[src/rtl/imem_loader.sv]
// imem_loader: packs a byte stream into big-endian words, writes them to imem from address 0, then releases the cpu
// Ports:
//   clk, reset (sync, active-low)
//   start/num_words            : load request and program length in words
//   byte_valid/byte_data/byte_ready : byte stream handshake, MSB of each word first
//   imem_we/imem_addr/imem_wdata   : instruction-memory write port
//   cpu_reset, busy, done, error, words_written : status
module imem_loader #(
    parameter int ADDR_WIDTH = 8,
    parameter int MAX_WORDS  = 256
) (
    input  logic                  clk,
    input  logic                  reset,
    input  logic                  start,
    input  logic [ADDR_WIDTH:0]   num_words,
    input  logic                  byte_valid,
    input  logic [7:0]            byte_data,
    output logic                  byte_ready,
    output logic                  imem_we,
    output logic [ADDR_WIDTH-1:0] imem_addr,
    output logic [31:0]           imem_wdata,
    output logic                  cpu_reset,
    output logic                  busy,
    output logic                  done,
    output logic                  error,
    output logic [ADDR_WIDTH:0]   words_written
);
    typedef enum logic [1:0] {IDLE, COLLECT, WRITE, DONE} state_t;
    localparam logic [ADDR_WIDTH:0] MAX_W = MAX_WORDS[ADDR_WIDTH:0];
    state_t state, state_nx;
    logic [1:0] byte_idx;
    logic [23:0] shift;
    logic [ADDR_WIDTH:0] target;
    logic [ADDR_WIDTH:0] ww_inc;
    logic idle_or_done;
    logic too_big;
    assign idle_or_done = (state == IDLE) || (state == DONE);
    assign too_big      = num_words > MAX_W;
    assign ww_inc       = words_written + (ADDR_WIDTH+1)'(1);
    always_comb begin
        state_nx   = state;
        byte_ready = state == COLLECT;
        imem_we    = state == WRITE;
        busy       = (state == COLLECT) || (state == WRITE);
        done       = state == DONE;
        cpu_reset  = state != DONE;
        case (state)
            IDLE, DONE: if (start && !too_big) state_nx = (num_words == '0) ? DONE : COLLECT;
            COLLECT:    if (byte_valid && byte_idx == 2'd3) state_nx = WRITE;
            WRITE:      state_nx = (ww_inc == target) ? DONE : COLLECT;
            default:    state_nx = IDLE;
        endcase
    end
    always_ff @(posedge clk) begin
        if (!reset) begin
            state         <= IDLE;
            byte_idx      <= '0;
            shift         <= '0;
            target        <= '0;
            imem_addr     <= '0;
            imem_wdata    <= '0;
            error         <= 1'b0;
            words_written <= '0;
        end else begin
            state <= state_nx;
            if (idle_or_done && start) begin
                if (too_big) begin
                    error <= 1'b1;
                end else begin
                    error         <= 1'b0;
                    words_written <= '0;
                    byte_idx      <= '0;
                    target        <= num_words;
                end
            end
            // address and data are captured with the last byte so they are
            // valid during WRITE and hold afterwards
            if (state == COLLECT && byte_valid) begin
                byte_idx <= byte_idx + 2'd1;
                shift    <= {shift[15:0], byte_data};
                if (byte_idx == 2'd3) begin
                    imem_addr  <= words_written[ADDR_WIDTH-1:0];
                    imem_wdata <= {shift, byte_data};
                end
            end
            if (state == WRITE) begin
                words_written <= ww_inc;
                byte_idx      <= '0;
            end
        end
    end
endmodule

[config.mk]
export PLATFORM = sky130hd
export DESIGN_NAME = imem_loader
export DESIGN_NICKNAME = d
export VERILOG_FILES = /design/src/rtl/imem_loader.sv
export SDC_FILE = /design/constraint.sdc
export NUM_CORES = 1
export LEC_CHECK = 0
export ABC_AREA = 1
export CELL_PAD_IN_SITES_DETAIL_PLACEMENT = 1
export CELL_PAD_IN_SITES_GLOBAL_PLACEMENT = 1
export CORE_ASPECT_RATIO = 0.5
export CORE_MARGIN = 1.5
export CORE_UTILIZATION = 36
export DETAILED_ROUTE_END_ITERATION = 10
export PLACE_DENSITY_LB_ADDON = 0.1
export SETUP_SLACK_MARGIN = 0.3
export SLEW_MARGIN = 40
export SYNTH_ARGS = -nofsm -noshare
export SYNTH_HDL_FRONTEND = slang
export SYNTH_SLANG_ARGS = --single-unit
[constraint.sdc]
create_clock -name clk -period 1.9 [get_ports clk]
set_input_delay 0.19 -clock clk [delete_from_list [all_inputs] [get_ports clk]]
set_output_delay 0.19 -clock clk [all_outputs]
set_load 0.02 [all_outputs]
==> results of run 1 <==
-- placed cells by master, fill, tap and decap left out, drive strengths merged, types with 2 or more instances in the layout --
master	netlist	routed
clkinvlp	0	3
dfxtp	87	87
nand4	3	3
dlygate4sd2	0	11
o21ai	77	77
inv	56	58
clkdlybuf4s50	0	62
clkinv	2	2
clkbuf	20	12
nor4	2	2
nand2	62	62
a21oi	76	76
ha	6	6
nand3	22	22
nor2	38	38
buf	3	13
-- sequential cells by signal, summed over array words and instances, names as in the netlist --
name           flops
target             9
imem_wdata        32
byte_idx           2
error              1
words_written      9
shift             24
imem_addr          8
state              2
-- layer usage --
| layer | vias up | global-route usage, % |
|---|---|---|
| li1 | 1651 | - |
| met4 | 0 | 6.53 |
| met3 | 14 | 6.30 |
| met5 | - | 0 |
| met2 | 57 | 30.8 |
| met1 | 1568 | 26.3 |
-- synthesized netlist by cell type --
cell type,n
nor2_2,4
nand2_2,2
buf_6,2
nand4_1,3
inv_1,53
clkbuf_1,20
clkinv_1,2
o21ai_0,75
nand3_1,22
a21oi_2,1
nor2_1,31
nand2_1,60
inv_2,3
ha_1,6
o21ai_2,2
nor2_4,3
xnor2_1,1
a211oi_1,1
dfxtp_1,87
nor4_1,2
a21oi_1,75
buf_2,1
-- power breakdown --
part / internal, mW / leakage, nW / switching (mW)
registers: 2.02 / 0.708 / 0.122
clock network: 0.896 / 0.123 / 0.751
logic: 0.459 / 1.08 / 0.768
-- logic make-up (layout without fill, tap and decap cells) --
family,count (synthesis),count (layout),synth area share (%)
compound gates,154,154,22.5
simple gates,127,127,15.9
xor+xnor,1,1,0.251
buf+inv,81,162,9.19
fa+ha+maj,6,6,2.15
flops,87,87,50.0
-- timing repair --
action                     in CTS  in global routing
gates resized for setup        30                 18
buffers inserted                0                  2
gates cloned                    1                  1
setup endpoints to repair      59                 74
pin swaps                      10                 10
-- path summary, 6_finish.rpt --
path	from	endpoint	slack, ns
setup / recovery	words_written[1]	state[1]	0.28
hold / removal	reset	target[6]	0.31
setup reg to reg	words_written[1]	state[1]	0.28
hold reg to reg	byte_idx[1]	byte_idx[1]	0.47
-- metrics by stage --
stage               util, %  std cells  total power, mW  hold WS [ns]  instance area (µm²)
global route           51.0        672             5.30         0.346                 4800
detailed placement     46.6        652             3.29         0.461                 4380
floorplan                 -        456             2.87         0.325                 3490
CTS                    50.2        669             5.04         0.302                 4720
finish                 51.0        672             5.01         0.313                 4800
global placement       46.6        652             3.28         0.453                 4380
-- cell type report --
class / count / area, µm² / area share [%]
timing repair buffer: 88 / 908 / 18.9
clock inverter: 5 / 40.0 / 0.833
multi-input combinational: 288 / 1480 / 30.8
tap: 135 / 169 / 3.52
clock buffer: 11 / 233 / 4.84
inverter: 58 / 224 / 4.66
sequential: 87 / 1750 / 36.4
-- critical path, delay by kind of cell (launching register included) --
kind	cells	cell delay, ns
adder cells (fa/ha/maj)	1	0.29
flip-flops	1	0.35
buffers and inverters	1	0.04
AO/OA/AOI/OAI	1	0.11
AND/OR/NAND/NOR	10	0.77
==> results by group, run 1 <==
Status
  • Status: finished clean

Yosys
  • Yosys reg bits: 87
  • Synth Net Count: 483
  • Sequential share of the synthesized area: 50.0%
  • Cell area after synthesis: 3480 µm²
  • Cell taking the most area after synthesis: dfxtp_1
  • Synth unique cells: 22
  • Top post-synthesis cells by area: dfxtp_1 50%, a21oi_1 11%, o21ai_0 11%
  • Synth Instances: 456
  • Yosys warns: 0
  • Post-synth top area share: 50.0%
  • Mapped Avg Cell Area: 7.64 µm²

Floorplanning
  • Die Span Y: 72.6 µm
  • Row Count: 25
  • Full die area: 10300 µm²
  • Die X: 142 µm
  • Core ar.: 9420 µm²
  • Initial Util: 37.0%
  • I/O Pins: 76

Global routing
  • Global-route wire length before repair: 15800 µm
  • Initial antenna violation count: 0
  • Total grt overflow: 0
  • Vias in the first global route: 3208
  • Largest net degree at the start of global routing: 40
  • Tot GR Track Use: 19.8%

STA
  • RSZ-0062 raised after global routing: yes
  • Clock skew: 0.00621 ns
  • Max Clock Freq: 0.616 GHz
  • Slew margin rel.: 68.8%
  • Fin crit share: 85.4%
  • Setup ws final: 0.277 ns
  • Hold Vio Cnt, Final: 0
  • Least-Margin Pin Slew: 0.468 ns
  • Fin. max-slew vios: 0
  • Tmin final: 1.62 ns
  • Setup violations, final: 0
  • Final setup TNS: 0 ns

Power
  • Pwr/cell area: 1040 nW/µm²
  • Leak: 1.91 nW
  • Maximum vdd drop: 474 µV

CTS
  • TritonCTS buffer count: 9
  • Clock Latency Late Sink: 0.34 ns
  • H-tree levels: 3
  • CTS tree: yes
  • CTS Buffer Depth: 2
  • Root buffer cell: clkbuf_16
  • Reg clk slew, reported paths: 0.06 ns
  • Clock Sinks: 87
  • Hold-fix buffers at CTS: 0

Finish
  • Share of layout cells above drive strength 1: 11.9%
  • # diodes: 0
  • Fillers: 1145
  • Final Net Count: 559
  • Area Overhead vs Synth: 37.9%

Drt
  • Via Count: 3290
  • Met3 WL: 525 µm
  • Drt via density: 4.90
  • M1 WL: 4840 µm
  • Detailed Route Iter0 Violations: 133
  • DR WL/cell: 14.6 µm
  • WL final: 9840 µm
  • Final ANT Viol Nets: 0
  • Drt drc: 0
  • Top Layer Used: met4
  • Met2 wire length: 4330 µm
  • 1st-pass router iterations: 5

Place
  • PortBufs: 75
  • Setup WS pre-CTS: 0.0106 ns
  • Placer Congestion: 0.813
  • Post-DP HPWL: 6450 µm

Worst setup path
  • WP data required: 2.18 ns
  • Worst setup SP type: register
  • Slowest-stage cell, CP: dfxtp_4
  • Crit-path cells: ha_4 -> inv_2 -> nand2_2 -> nand3_2 -> nor2_2 -> nand2_1 -> nor2_1 -> nand2_1 -> nor2_2 -> nand3_1 -> nand2_1 -> nand2_1 -> a21oi_2
  • Crit path arrival time: 1.90 ns
  • Reg2Reg Depth: 13
  • Max stage delay on crit path: 0.35 ns
  • Critical Path End Type: register
  • Most used cell, CP: nand2_1
  • WS Path Type: register to register
  • CP Max Fanout: 3

Hold path
  • Hold Crit Depth: 3
  • Hold Path Class: input pin to register

Job
  • Total of max-cap violations: 0
(Power assumes the default switching activity.)
==> inputs of run 2 (changes only) <==
--- a/config.mk
+++ b/config.mk
@@ -18,3 +18,4 @@
 export SYNTH_ARGS = -nofsm -noshare
 export SYNTH_HDL_FRONTEND = slang
 export SYNTH_SLANG_ARGS = --single-unit
+export TNS_END_PERCENT = 100
==> constraint.sdc (replaced) <==
create_clock -name clk -period 1.9 [get_ports clk]
set_input_delay 0.57 -clock clk [delete_from_list [all_inputs] [get_ports clk]]
set_output_delay 0.57 -clock clk [all_outputs]
set_load 0.02 [all_outputs]
==> run 2 against run 1 <==
  * Power is 14% higher
  * Sequential cell count stayed put
  * Clock-buffer cell count is 2 lower
  * First-iteration DRC count is 6.8% lower
  * Combinational power is 42% higher
  * Sequential share of layout area is 3.8 points lower
  * Critical path type is now register to primary output
  * Core utilization is 6.3 points higher
  * Via count is 6.1% higher
==> results by group, run 2 (same netlist as run 1, synthesis figures left out) <==
Status
  • Status: finished clean (unchanged)

Hold path
  • Hold Crit Depth: 2 (was 3)
  • Hold Path Class: register to register (was input pin to register)
  • Min-delay src: error (was reset)
  • Hold endpoint: error (was target[6])

STA
  • Hold Vio Cnt, Final: 0 (unchanged)
  • Setup violations, final: 0 (unchanged)
  • Slew margin rel.: 75.6% (was 68.8%)
  • Fin crit share: 93.6% (was 85.4%)
  • Least-Margin Pin Slew: 0.364 ns (was 0.468 ns)
  • RSZ-0062 raised after global routing: yes (unchanged)
  • Max Clock Freq: 0.562 GHz (was 0.616 GHz)
  • Fin. max-slew vios: 0 (unchanged)
  • Final setup TNS: 0 ns (unchanged)
  • Tmin final: 1.78 ns (was 1.62 ns)
  • Clock skew: 0.0114 ns (was 0.00621 ns)

Worst setup path
  • Crit-path cells: buf_6 -> buf_6 -> ha_4 -> inv_2 -> buf_6 (was ha_4 -> inv_2 -> nand2_2 -> nand3_2 -> nor2_2 -> nand2_1 -> nor2_1 -> nand2_1 -> nor2_2 -> nand3_1 -> nand2_1 -> nand2_1 -> a21oi_2)
  • Slowest-stage cell, CP: dfxtp_2 (was dfxtp_4)
  • CP startpoint: state[0] (was words_written[1])
  • WP data required: 1.33 ns (was 2.18 ns)
  • Worst setup SP type: register (unchanged)
  • Most used cell, CP: buf_6 (was nand2_1)
  • Critical Path End Type: primary output (was register)
  • Max stage delay on crit path: 0.34 ns (was 0.35 ns)
  • Reg-to-reg startpoint: words_written[0] (was words_written[1])
  • Reg2Reg Depth: 14 (was 13)
  • Worst r2r dst: state[1] (unchanged)
  • WS Path Type: register to primary output (was register to register)
  • Worst Path Buf+Inv: 4 (was 1)
  • CP Max Fanout: 3 (unchanged)
  • Top delay family on crit path: buffers and inverters (was simple AND/OR/NAND/NOR gates)
  • R2R Setup Slk: 0.21 ns (was 0.28 ns)
  • Crit path arrival time: 1.21 ns (was 1.90 ns)

Floorplanning
  • Initial Util: 37.0% (unchanged)
  • Full die area: 10300 µm² (unchanged)
  • Row Count: 25 (unchanged)
  • Die Span Y: 72.6 µm (unchanged)
  • Core ar.: 9420 µm² (unchanged)
  • I/O Pins: 76 (unchanged)
  • Die X: 142 µm (unchanged)

Place
  • Placer Congestion: 0.802 (was 0.813)
  • Placed cell areas: 4520 µm² (was 4380 µm²)
  • Placed cell count: 666 (was 652)
  • Post-DP HPWL: 6550 µm (was 6450 µm)
  • PortBufs: 75 (unchanged)

Finish
  • Max reg flops: 32 (unchanged)
  • Final Net Count: 595 (was 559)
  • Commonest non-fill, non-tap cell in the layout: dfxtp_1 (unchanged)
  • Largest register by flop count: imem_wdata (unchanged)
  • Fillers: 1120 (was 1145)
  • Top flop regs: imem_wdata: 32 flops, shift: 24 flops (unchanged)
  • Area Overhead vs Synth: 54.9% (was 37.9%)
  • Share of layout cells above drive strength 1: 37.5% (was 11.9%)
  • # diodes: 0 (unchanged)
  • Final std cell area, no fill: 5400 µm² (was 4800 µm²)
  • Fin cells: 708 (was 672)
  • Most frequent cells in the layout: 78 x dfxtp_1, 54 x nand2_1, 48 x inv_1, 48 x a21oi_1, 29 x clkbuf_2 (was 82 x dfxtp_1, 75 x a21oi_1, 73 x o21ai_0)

Drt
  • Detailed Route Iter0 Violations: 124 (was 133)
  • Drt via density: 4.93 (was 4.90)
  • Drt drc: 0 (unchanged)
  • Final ANT Viol Nets: 0 (unchanged)
  • 1st-pass router iterations: 4 (was 5)
  • WL final: 11400 µm (was 9840 µm)
  • Via Count: 3491 (was 3290)
  • DR WL/cell: 16.1 µm (was 14.6 µm)

Global routing
  • Met2 GRT Util: 35.0% (was 30.8%)
  • Initial antenna violation count: 0 (unchanged)
  • Largest net degree at the start of global routing: 58 (was 40)
  • Total grt overflow: 0 (unchanged)
  • Global-route wire length before repair: 16200 µm (was 15800 µm)
  • Vias in the first global route: 3364 (was 3208)
  • Tot GR Track Use: 20.2% (was 19.8%)
  • Gr busiest metal: met2 (unchanged)
  • Grt met3 use: 5.97% (was 6.30%)
  • Met1 usage in global routing: 24.5% (was 26.3%)

Job
  • Total of max-cap violations: 0 (unchanged)

CTS
  • H-tree levels: 3 (unchanged)
  • Clock Latency Late Sink: 0.34 ns (about the same)
  • TritonCTS buffer count: 9 (unchanged)
  • CTS tree: yes (unchanged)
  • CTS Buffer Depth: 2 (unchanged)
  • Root buffer cell: clkbuf_16 (unchanged)
  • Reg clk slew, reported paths: 0.07 ns (was 0.06 ns)
  • Clock Sinks: 87 (unchanged)
  • Hold-fix buffers at CTS: 0 (unchanged)

Power
  • Leak: 2.24 nW (was 1.91 nW)
  • Pwr/cell area: 1060 nW/µm² (was 1040 nW/µm²)
  • Maximum vdd drop: 590 µV (was 474 µV)
[run 2: how the worst max path moves through the flow]
stage               cells past startpoint  slack [ns]        end
global placement                        9       -0.37  target[4]
finish                                  5        0.12  cpu_reset
detailed placement                      9       -0.42  target[5]
floorplan                               9        0.29  target[6]
global route                           13        0.08   state[1]
CTS                                     5        0.08  cpu_reset
[run 2: power by group]
group	total [mW]	internal, mW	switching, mW
registers	2.15	2.02	0.135
clock network	1.84	1.05	0.796
logic	1.75	0.749	0.997
[run 2: routing by layer]
metal / vias to the layer above / share of wire, %
met1: 1691 / 45
met4: 0 / 1.4
met3: 15 / 3.5
li1: 1726 / -
met5: - / 0
met2: 59 / 50
[run 2: layout make-up]
cell class	instances	area (µm²)	share of cell area, %
clock buffer	9	225	4.17
clock inverter	7	81.3	1.51
inverter	58	220	4.08
multi-input combinational	289	1780	32.9
sequential	87	1760	32.7
tap	135	169	3.13
timing repair buffer	122	1150	21.4
timing repair inverter	1	7.51	0.139
[run 2: worst min-delay path, delay by kind of cell (launching register included)]
family,cells,cell delay (ns)
buffers and inverters,1,0.05
DFF,1,0.32
AOI/OAI and AO/OA,1,0.06
[run 2: timing repair]
action                                 CTS  global route
gates resized for setup                186           191
pin swaps                               22            40
setup endpoints to repair               96           136
setup buffers                            7            10
endpoints found under the hold margin    0             0
cloned                                   1             8
[run 2: metrics by stage]
stage / power [mW] / hold WS (ns) / setup WS, ns / util (%)
floorplan: 2.87 / 0.440 / 0.288 / -
global placement: 3.38 / 0.455 / -0.374 / 48.0
detailed placement: 3.41 / 0.464 / -0.421 / 48.0
CTS: 5.44 / 0.476 / 0.0805 / 52.7
global route: 6.01 / 0.494 / 0.0811 / 57.3
finish: 5.74 / 0.477 / 0.122 / 57.3
==> inputs of run 3 (changes only) <==
--- a/config.mk
+++ b/config.mk
@@ -5,14 +5,15 @@
 export SDC_FILE = /design/constraint.sdc
 export NUM_CORES = 1
 export LEC_CHECK = 0
-export ABC_AREA = 1
+export ABC_AREA = 0
 export CELL_PAD_IN_SITES_DETAIL_PLACEMENT = 1
 export CELL_PAD_IN_SITES_GLOBAL_PLACEMENT = 1
 export CORE_ASPECT_RATIO = 0.5
 export CORE_MARGIN = 1.5
-export CORE_UTILIZATION = 36
+export CORE_UTILIZATION = 38
 export DETAILED_ROUTE_END_ITERATION = 10
 export PLACE_DENSITY_LB_ADDON = 0.1
+export RECOVER_POWER = 25
 export SETUP_SLACK_MARGIN = 0.3
 export SLEW_MARGIN = 40
 export SYNTH_ARGS = -nofsm -noshare
==> run 3 against run 2 <==
  * Hold slack got worse by 0.018 ns
  * First-iteration DRC count decreased by 12%
  * Fmax increased by 2.0%
  * Clock-buffer cell count increased by 1
  * Clock skew decreased by 0.0028 ns
  * Register-to-register slack about the same
  * Cell count decreased by 0.56%
  * Sequential cell count unchanged
  * Largest power group unchanged
==> results by group, run 3 <==
STA
  • Clock skew: 0.00864 ns (was 0.0114 ns)
  • Hold Vio Cnt, Final: 0 (unchanged)
  • Fin crit share: 91.7% (was 93.6%)
  • Fin. max-slew vios: 0 (unchanged)
  • Final setup TNS: 0 ns (unchanged)
  • WHS: 0.459 ns (was 0.477 ns)
  • Max Clock Freq: 0.574 GHz (was 0.562 GHz)
  • RSZ-0062 raised after global routing: yes (unchanged)
  • Setup violations, final: 0 (unchanged)
  • Slew margin rel.: 64.2% (was 75.6%)
  • Least-Margin Pin Slew: 0.537 ns (was 0.364 ns)
  • Tmin final: 1.74 ns (was 1.78 ns)

Yosys
  • Top post-synthesis cells by area: dfxtp_1 47%, nand2_1 16%, a21boi_0 13% (was dfxtp_1 50%, a21oi_1 11%, o21ai_0 11%)
  • Yosys reg bits: 87 (unchanged)
  • Mux contribution to synthesized area: 0.535% (was 0%)
  • Synth unique cells: 42 (was 22)
  • Top cells by count, synth: 164 x nand2_1, 87 x dfxtp_1, 65 x a21boi_0, 24 x clkbuf_1, 15 x a21boi_1 (was 87 x dfxtp_1, 75 x a21oi_1, 75 x o21ai_0, 60 x nand2_1, 53 x inv_1)
  • Main combinational cell family by area after synthesis: simple AND/OR/NAND/NOR gates (was compound AO/OA/AOI/OAI gates)
  • Most frequent cell after synthesis: nand2_1 (was dfxtp_1)
  • Mapped Avg Cell Area: 8.30 µm² (was 7.64 µm²)
  • Simple-Gate Fraction of Synth Area: 23.5% (was 15.9%)
  • Synth Area in Adders: 2.00% (was 2.15%)
  • Main synth FF type: dfxtp_1 (unchanged)
  • Yosys warns: 0 (unchanged)
  • Cell taking the most area after synthesis: dfxtp_1 (unchanged)
  • Post-synth top area share: 46.5% (was 50.0%)
  • Synth Area in XOR/XNOR: 2.81% (was 0.251%)
  • Sequential share of the synthesized area: 46.5% (was 50.0%)
  • Synth Net Count: 478 (was 483)
  • Number of synthesized flops with an enable pin: 0 (unchanged)
  • Synth Instances: 451 (was 456)
  • Ys async rst share: 0% (unchanged)
  • Post-synthesis compound-gate area fraction: 20.9% (was 22.5%)
  • Cell area after synthesis: 3740 µm² (was 3480 µm²)

Finish
  • # diodes: 0 (unchanged)
  • Largest register by flop count: imem_wdata (unchanged)
  • Area Overhead vs Synth: 46.6% (was 54.9%)
  • Final Net Count: 591 (was 595)
  • Area of the multi-input gates: 2050 µm² (was 1780 µm²)
  • Final std cell area, no fill: 5490 µm² (was 5400 µm²)
  • Share of layout cells above drive strength 1: 24.6% (was 37.5%)
  • Top flop regs: imem_wdata: 32 flops, shift: 24 flops (unchanged)
  • Most frequent cells in the layout: 162 x nand2_1, 78 x dfxtp_1, 59 x a21boi_0 (was 78 x dfxtp_1, 54 x nand2_1, 48 x inv_1, 48 x a21oi_1, 29 x clkbuf_2)
  • Sequential Area: 1770 µm² (was 1760 µm²)
  • Max reg flops: 32 (unchanged)
  • Fillers: 1126 (was 1120)
  • Commonest non-fill, non-tap cell in the layout: nand2_1 (was dfxtp_1)

Floorplanning
  • Row Count: 25 (unchanged)
  • I/O Pins: 76 (unchanged)
  • Full die area: 10500 µm² (was 10300 µm²)
  • Initial Util: 39.4% (was 37.0%)
  • Die Span Y: 73.2 µm (was 72.6 µm)
  • Die X: 143 µm (was 142 µm)
  • Core ar.: 9510 µm² (was 9420 µm²)

Global routing
  • Global-route wire length before repair: 17500 µm (was 16200 µm)
  • Vias in the first global route: 3668 (was 3364)
  • Total grt overflow: 0 (unchanged)
  • Tot GR Track Use: 21.7% (was 20.2%)
  • Initial antenna violation count: 0 (unchanged)
  • Largest net degree at the start of global routing: 28 (was 58)

CTS
  • Clock Sinks: 87 (unchanged)
  • Reg clk slew, reported paths: 0.07 ns (about the same)
  • CTS Buffer Depth: 2 (unchanged)
  • Root buffer cell: clkbuf_16 (unchanged)
  • Hold-fix buffers at CTS: 0 (unchanged)
  • CTS tree: yes (unchanged)
  • Clock Latency Late Sink: 0.34 ns (about the same)
  • TritonCTS buffer count: 9 (unchanged)
  • H-tree levels: 3 (unchanged)

Worst setup path
  • Worst setup SP type: register (unchanged)
  • CP Max Fanout: 2 (was 3)
  • WP data required: 1.33 ns (about the same)
  • WS Path Type: register to primary output (unchanged)
  • Critical Path End Type: primary output (unchanged)
  • Crit path arrival time: 1.17 ns (was 1.21 ns)

Place
  • Post-DP HPWL: 7040 µm (was 6550 µm)
  • Placer Congestion: 0.799 (was 0.802)
  • Placed cell areas: 4900 µm² (was 4520 µm²)
  • PortBufs: 75 (unchanged)

Drt
  • Detailed Route Iter0 Violations: 109 (was 124)
  • Drt via density: 4.96 (was 4.93)
  • Via Count: 3493 (was 3491)
  • WL final: 11100 µm (was 11400 µm)
  • DR WL/cell: 15.8 µm (was 16.1 µm)
  • 1st-pass router iterations: 5 (was 4)
  • Drt drc: 0 (unchanged)
  • Final ANT Viol Nets: 0 (unchanged)

Power
  • Overall power consumption: 4.13 mW (was 5.74 mW)
  • Leak: 2.02 nW (was 2.24 nW)
  • Maximum vdd drop: 511 µV (was 590 µV)
  • Pwr/cell area: 753 nW/µm² (was 1060 nW/µm²)

Job
  • Total of max-cap violations: 0 (unchanged)

Status
  • Status: finished clean (unchanged)

Hold path
  • Hold Path Class: register to register (unchanged)
==> run 3: worst paths after layout <==
kind / cells after the start / slack [ns] / start / endpoint
hold reg to reg: 2 / 0.46 / imem_wdata[11] / imem_wdata[11]
setup reg to reg: 6 / 0.21 / words_written[6] / state[1]
setup / recovery: 4 / 0.16 / state[0] / busy
hold / removal: 2 / 0.46 / imem_wdata[11] / imem_wdata[11]
==> run 3: worst max-delay path: stages, from the launching register on <==
cell and delay [ns]:
dfxtp_2 0.35, inv_2 0.06, ha_4 0.28, inv_4 0.03, buf_6 0.12
==> run 3: kinds of logic after synthesis <==
kind of cell,count (synthesis)
mux,2
compound gates,105
xor+xnor,12
fa+ha+maj,6
simple gates,204
buf+inv,35
flops,87
==> run 3: report_power, final <==
part           total [mW]  internal [mW]  switching (mW)
registers            1.89           1.85          0.0327
clock network        1.73          0.944           0.789
logic               0.513          0.239           0.274
==> run 3: area by class of cell <==
class / count / share of cell area (%)
Clock buffer: 10 / 4.35
Timing Repair Buffer: 130 / 21.5
Clock inverter: 6 / 0.934
Sequential cell: 87 / 32.2
Multi-Input combinational cell: 329 / 37.3
Inverter: 7 / 0.638
Tap cell: 135 / 3.08
==> run 3: routing by layer <==
metal / track usage [%] / up-vias / share of wire (%)
met3: 4.79 / 13 / 3.5
li1: - / 1721 / -
met1: 26.1 / 1708 / 47
met5: 0 / - / 0
met2: 39.6 / 51 / 48
met4: 5.33 / 0 / 1.1
==> run 3: timing repair <==
action                     4_1_cts  5_1_grt
resized for setup              172       71
cloned                           1        4
setup endpoints to repair      117      113
setup buffers                   18        1
pin swaps                       16       13
==> run 3: metrics by stage <==
| stage | util (%) | std cells | setup slack, ns |
|---|---|---|---|
| 2_1_floorplan | - | 451 | 0.191 |
| 3_3_place_gp | 51.5 | 664 | -0.351 |
| 3_5_place_dp | 51.5 | 664 | -0.394 |
| 4_1_cts | 56.6 | 699 | 0.122 |
| 5_1_grt | 57.7 | 704 | 0.0419 |
| 6_report | 57.7 | 704 | 0.157 |
==> variant 1, RTL diff (settings of run 1) <==
Change the parameter `ADDR_WIDTH` from 8 to 7.
--- a/src/rtl/imem_loader.sv
+++ b/src/rtl/imem_loader.sv
@@ -6,7 +6,7 @@
 //   imem_we/imem_addr/imem_wdata   : instruction-memory write port
 //   cpu_reset, busy, done, error, words_written : status
 module imem_loader #(
-    parameter int ADDR_WIDTH = 8,
+    parameter int ADDR_WIDTH = 7,
     parameter int MAX_WORDS  = 256
 ) (
     input  logic                  clk,
Interface: changed (resized imem_addr, num_words and words_written); port bits go from 76 to 73. The function was not compared with the original's and may differ.
==> variant 1 against run 1 <==
- area after synthesis is 5.8% lower
- final area down 1.5%
- power down 1.8%
- worst setup slack better by 74 ps
- routed wire length is 1.7% higher
- critical path depth down 5
- sequential cell count is 3 lower
- largest power group unchanged
==> variant 1: results (changes against run 1) <==
| Metric | Value |
|---|---|
| Outcome | complete, no violations (unchanged) |
| Sequential share of the synthesized area | 51.2% (was 50.0%) |
| Non-Clock Buffer Count | 90 (was 88) |
| Met3 usage | 7.75% (was 6.30%) |
| Grt met2 use | 38.6% (was 30.8%) |
| Post-Route M1 WL | 4380 µm (was 4840 µm) |
| Final wirelength | 10000 µm (was 9840 µm) |
| Compound-Gate Fraction of Synth Area | 20.6% (was 22.5%) |
| Syn_nets | 443 (was 483) |
| Slowest cell on crit path | dfxtp_2 (was dfxtp_4) |
| GP Congestion | 0.781 (was 0.813) |
| Sequential share of cell area | 35.9% (was 36.4%) |
| DRT Pass-1 Iters | 4 (was 5) |
| Number of global-route vias before repair | 3418 (was 3208) |
| Fraction of area in clock buffers and inverters | 7.01% (was 5.68%) |
| Fill cells | 1051 (was 1145) |
| Crit path max-delay family | buffers and inverters (was simple AND/OR/NAND/NOR gates) |
| Nets@finish | 523 (was 559) |
| Pin count of the biggest net entering global routing | 66 (was 40) |
| CTS resizes | 31 (was 30) |
| Clock buf count | 9 (was 11) |
| Synth area leaders | dfxtp_1, o21ai_0, a21oi_1 (was dfxtp_1, a21oi_1, o21ai_0) |
| Multi-input gate area | 0.00144 mm² (was 0.00148 mm²) |
| Worst-path maximum fanout | 5 (was 3) |
| Routed via count | 3144 (was 3290) |
| Syn avg cell area | 7.87 µm² (was 7.64 µm²) |
| Post CTS Setup Buffer Count | 6 (was 0) |
| Placed Area | 0.00413 mm² (was 0.00438 mm²) |
| Synth Area in Adders | 2.29% (was 2.15%) |
-- variant 1: where the power goes --
part           leakage, nW  switching [mW]  internal (mW)
logic                 1.08           0.605          0.372
registers            0.684          0.0867           1.90
clock network        0.163           0.778           1.18
-- variant 1: path summary, 6_finish.rpt --
path / startpoint / endpoint / slack (ps) / cells after the start
hold / removal: byte_data[5] / imem_wdata[5]$_SDFFE_PN0P_ / 420 / 3
setup / recovery: state[0]$_SDFFE_PN0P_ / words_written[6]$_SDFFE_PN0P_ / 350 / 8
hold reg to reg: target[4]$_SDFFE_PN0P_ / target[4]$_SDFFE_PN0P_ / 460 / 2
setup reg to reg: state[0]$_SDFFE_PN0P_ / words_written[6]$_SDFFE_PN0P_ / 350 / 8
-- variant 1: metrics by stage --
stage	worst slack, ps	total power, mW	instances
2_1_floorplan	322	2.54	417
4_1_cts	265	4.92	616
6_report	351	4.92	619
3_5_place_dp	124	2.88	591
5_1_grt	287	5.18	619
3_3_place_gp	218	2.84	591
==> variant 2, RTL diff (flow settings as in run 1) <==
Made on the original files. Re-encode `state_t` (4 states) as one-hot, 4 bits wide.
--- a/src/rtl/imem_loader.sv
+++ b/src/rtl/imem_loader.sv
@@ -25,7 +25,7 @@
     output logic                  error,
     output logic [ADDR_WIDTH:0]   words_written
 );
-    typedef enum logic [1:0] {IDLE, COLLECT, WRITE, DONE} state_t;
+    typedef enum logic [3:0] {IDLE = 4'b0001, COLLECT = 4'b0010, WRITE = 4'b0100, DONE = 4'b1000} state_t;
     localparam logic [ADDR_WIDTH:0] MAX_W = MAX_WORDS[ADDR_WIDTH:0];
     state_t state, state_nx;
     logic [1:0] byte_idx;
Function: no difference found for any inputs over 10 cycles, from zero or initial values and one cycle with reset low; not proved beyond that.
==> variant 2 against run 1 <==
- final area rose by 4.6%
- sequential share of layout area fell by 0.69 points
- routed wire length rose by 2.3%
- worst setup slack got worse by 74 ps
- power fell by 9.0%
- area after synthesis rose by 1.1%
- maximum frequency fell by 4.4%
- sequential cell count rose by 2
- cell count rose by 1.9%
==> variant 2: results (changes against run 1) <==
| Metric | Value |
|---|---|
| Fill cells | 1149 (was 1145) |
| Fraction of area in clock buffers and inverters | 6.02% (was 5.68%) |
| Pin count of the biggest net entering global routing | 71 (was 40) |
| Placed Instances | 655 (was 652) |
| Worst-path maximum fanout | 11 (was 3) |
| Static Leakage | 2.05 nW (was 1.91 nW) |
| Post-Layout Cell Count | 685 (was 672) |
| Logic inverters | 53 (was 58) |
| Critical path destination | imem_we (was state[1]$_SDFFE_PN0P_) |
| Placed Area | 0.00441 mm² (was 0.00438 mm²) |
| DP HPWL | 6260 µm (was 6450 µm) |
| GRT Total Usage | 19.6% (was 19.8%) |
| Syn_nets | 488 (was 483) |
| Outcome | complete, no violations (unchanged) |
| Clock buf count | 10 (was 11) |
| R2r worst-path depth | 11 (was 13) |
| Number of global-route vias before repair | 3273 (was 3208) |
| CP peak stage delay | 330 ps (was 350 ps) |
| Post CTS Setup Buffer Count | 5 (was 0) |
| Met3 WL | 409 µm (was 525 µm) |
| Synth area leaders | dfxtp_1, a21oi_1, o21ai_0 (unchanged) |
| Die Span X | 143 µm (was 142 µm) |
| Worst EP arrival | 1510 ps (was 1900 ps) |
| VDD IR-drop max | 0.000507 V (was 0.000474 V) |
| Signal buf overhead | 18.9% (about the same) |
| Slew margin rel. | 63.7% (was 68.8%) |
| Synth Instances | 465 (was 456) |
| Multi-input combinational area share | 31.9% (was 30.8%) |
| Multi-input comb cells | 299 (was 288) |
| Metal2 WL | 4660 µm (was 4330 µm) |
| Post-Route M1 WL | 4910 µm (was 4840 µm) |
| Grt met2 use | 32.6% (was 30.8%) |
| Nets@finish | 569 (was 559) |
| Post-synth top cells | dfxtp_1, a21oi_1, o21ai_0, nand2_1, inv_1 (unchanged) |
| Initial DRC count | 157 (was 133) |
| Synth Area in Adders | 0.710% (was 2.15%) |
| DRT Pass-1 Iters | 4 (was 5) |
-- variant 2: cell count changes after synthesis, moves of 3 or more --
cell      before  now
nor2_1        31   41
buf_2          1    4
clkbuf_1      20   17
ha_1           6    2
inv_1         53   49
-- variant 2: how the worst min path moves through the flow --
stage,start,to,slack (ps),depth (start not counted)
final,reset,target[1]$_SDFFE_PN0P_,310,3
after global routing,reset,target[1]$_SDFFE_PN0P_,340,3
after CTS,reset,target[0]$_SDFFE_PN0P_,310,3
after detailed placement,shift[8]$_SDFFE_PN0P_,shift[16]$_SDFFE_PN0P_,460,2
after global placement,byte_idx[1]$_SDFFE_PP0P_,byte_idx[1]$_SDFFE_PP0P_,460,2
after floorplan,num_words[0],target[0]$_SDFFE_PN0P_,320,2
-- variant 2: power breakdown --
group          internal (mW)  leakage, nW  switching [mW]
clock network           1.06        0.146           0.752
registers               1.97        0.724          0.0672
logic                  0.278         1.18           0.438
total                   3.31         2.05            1.26
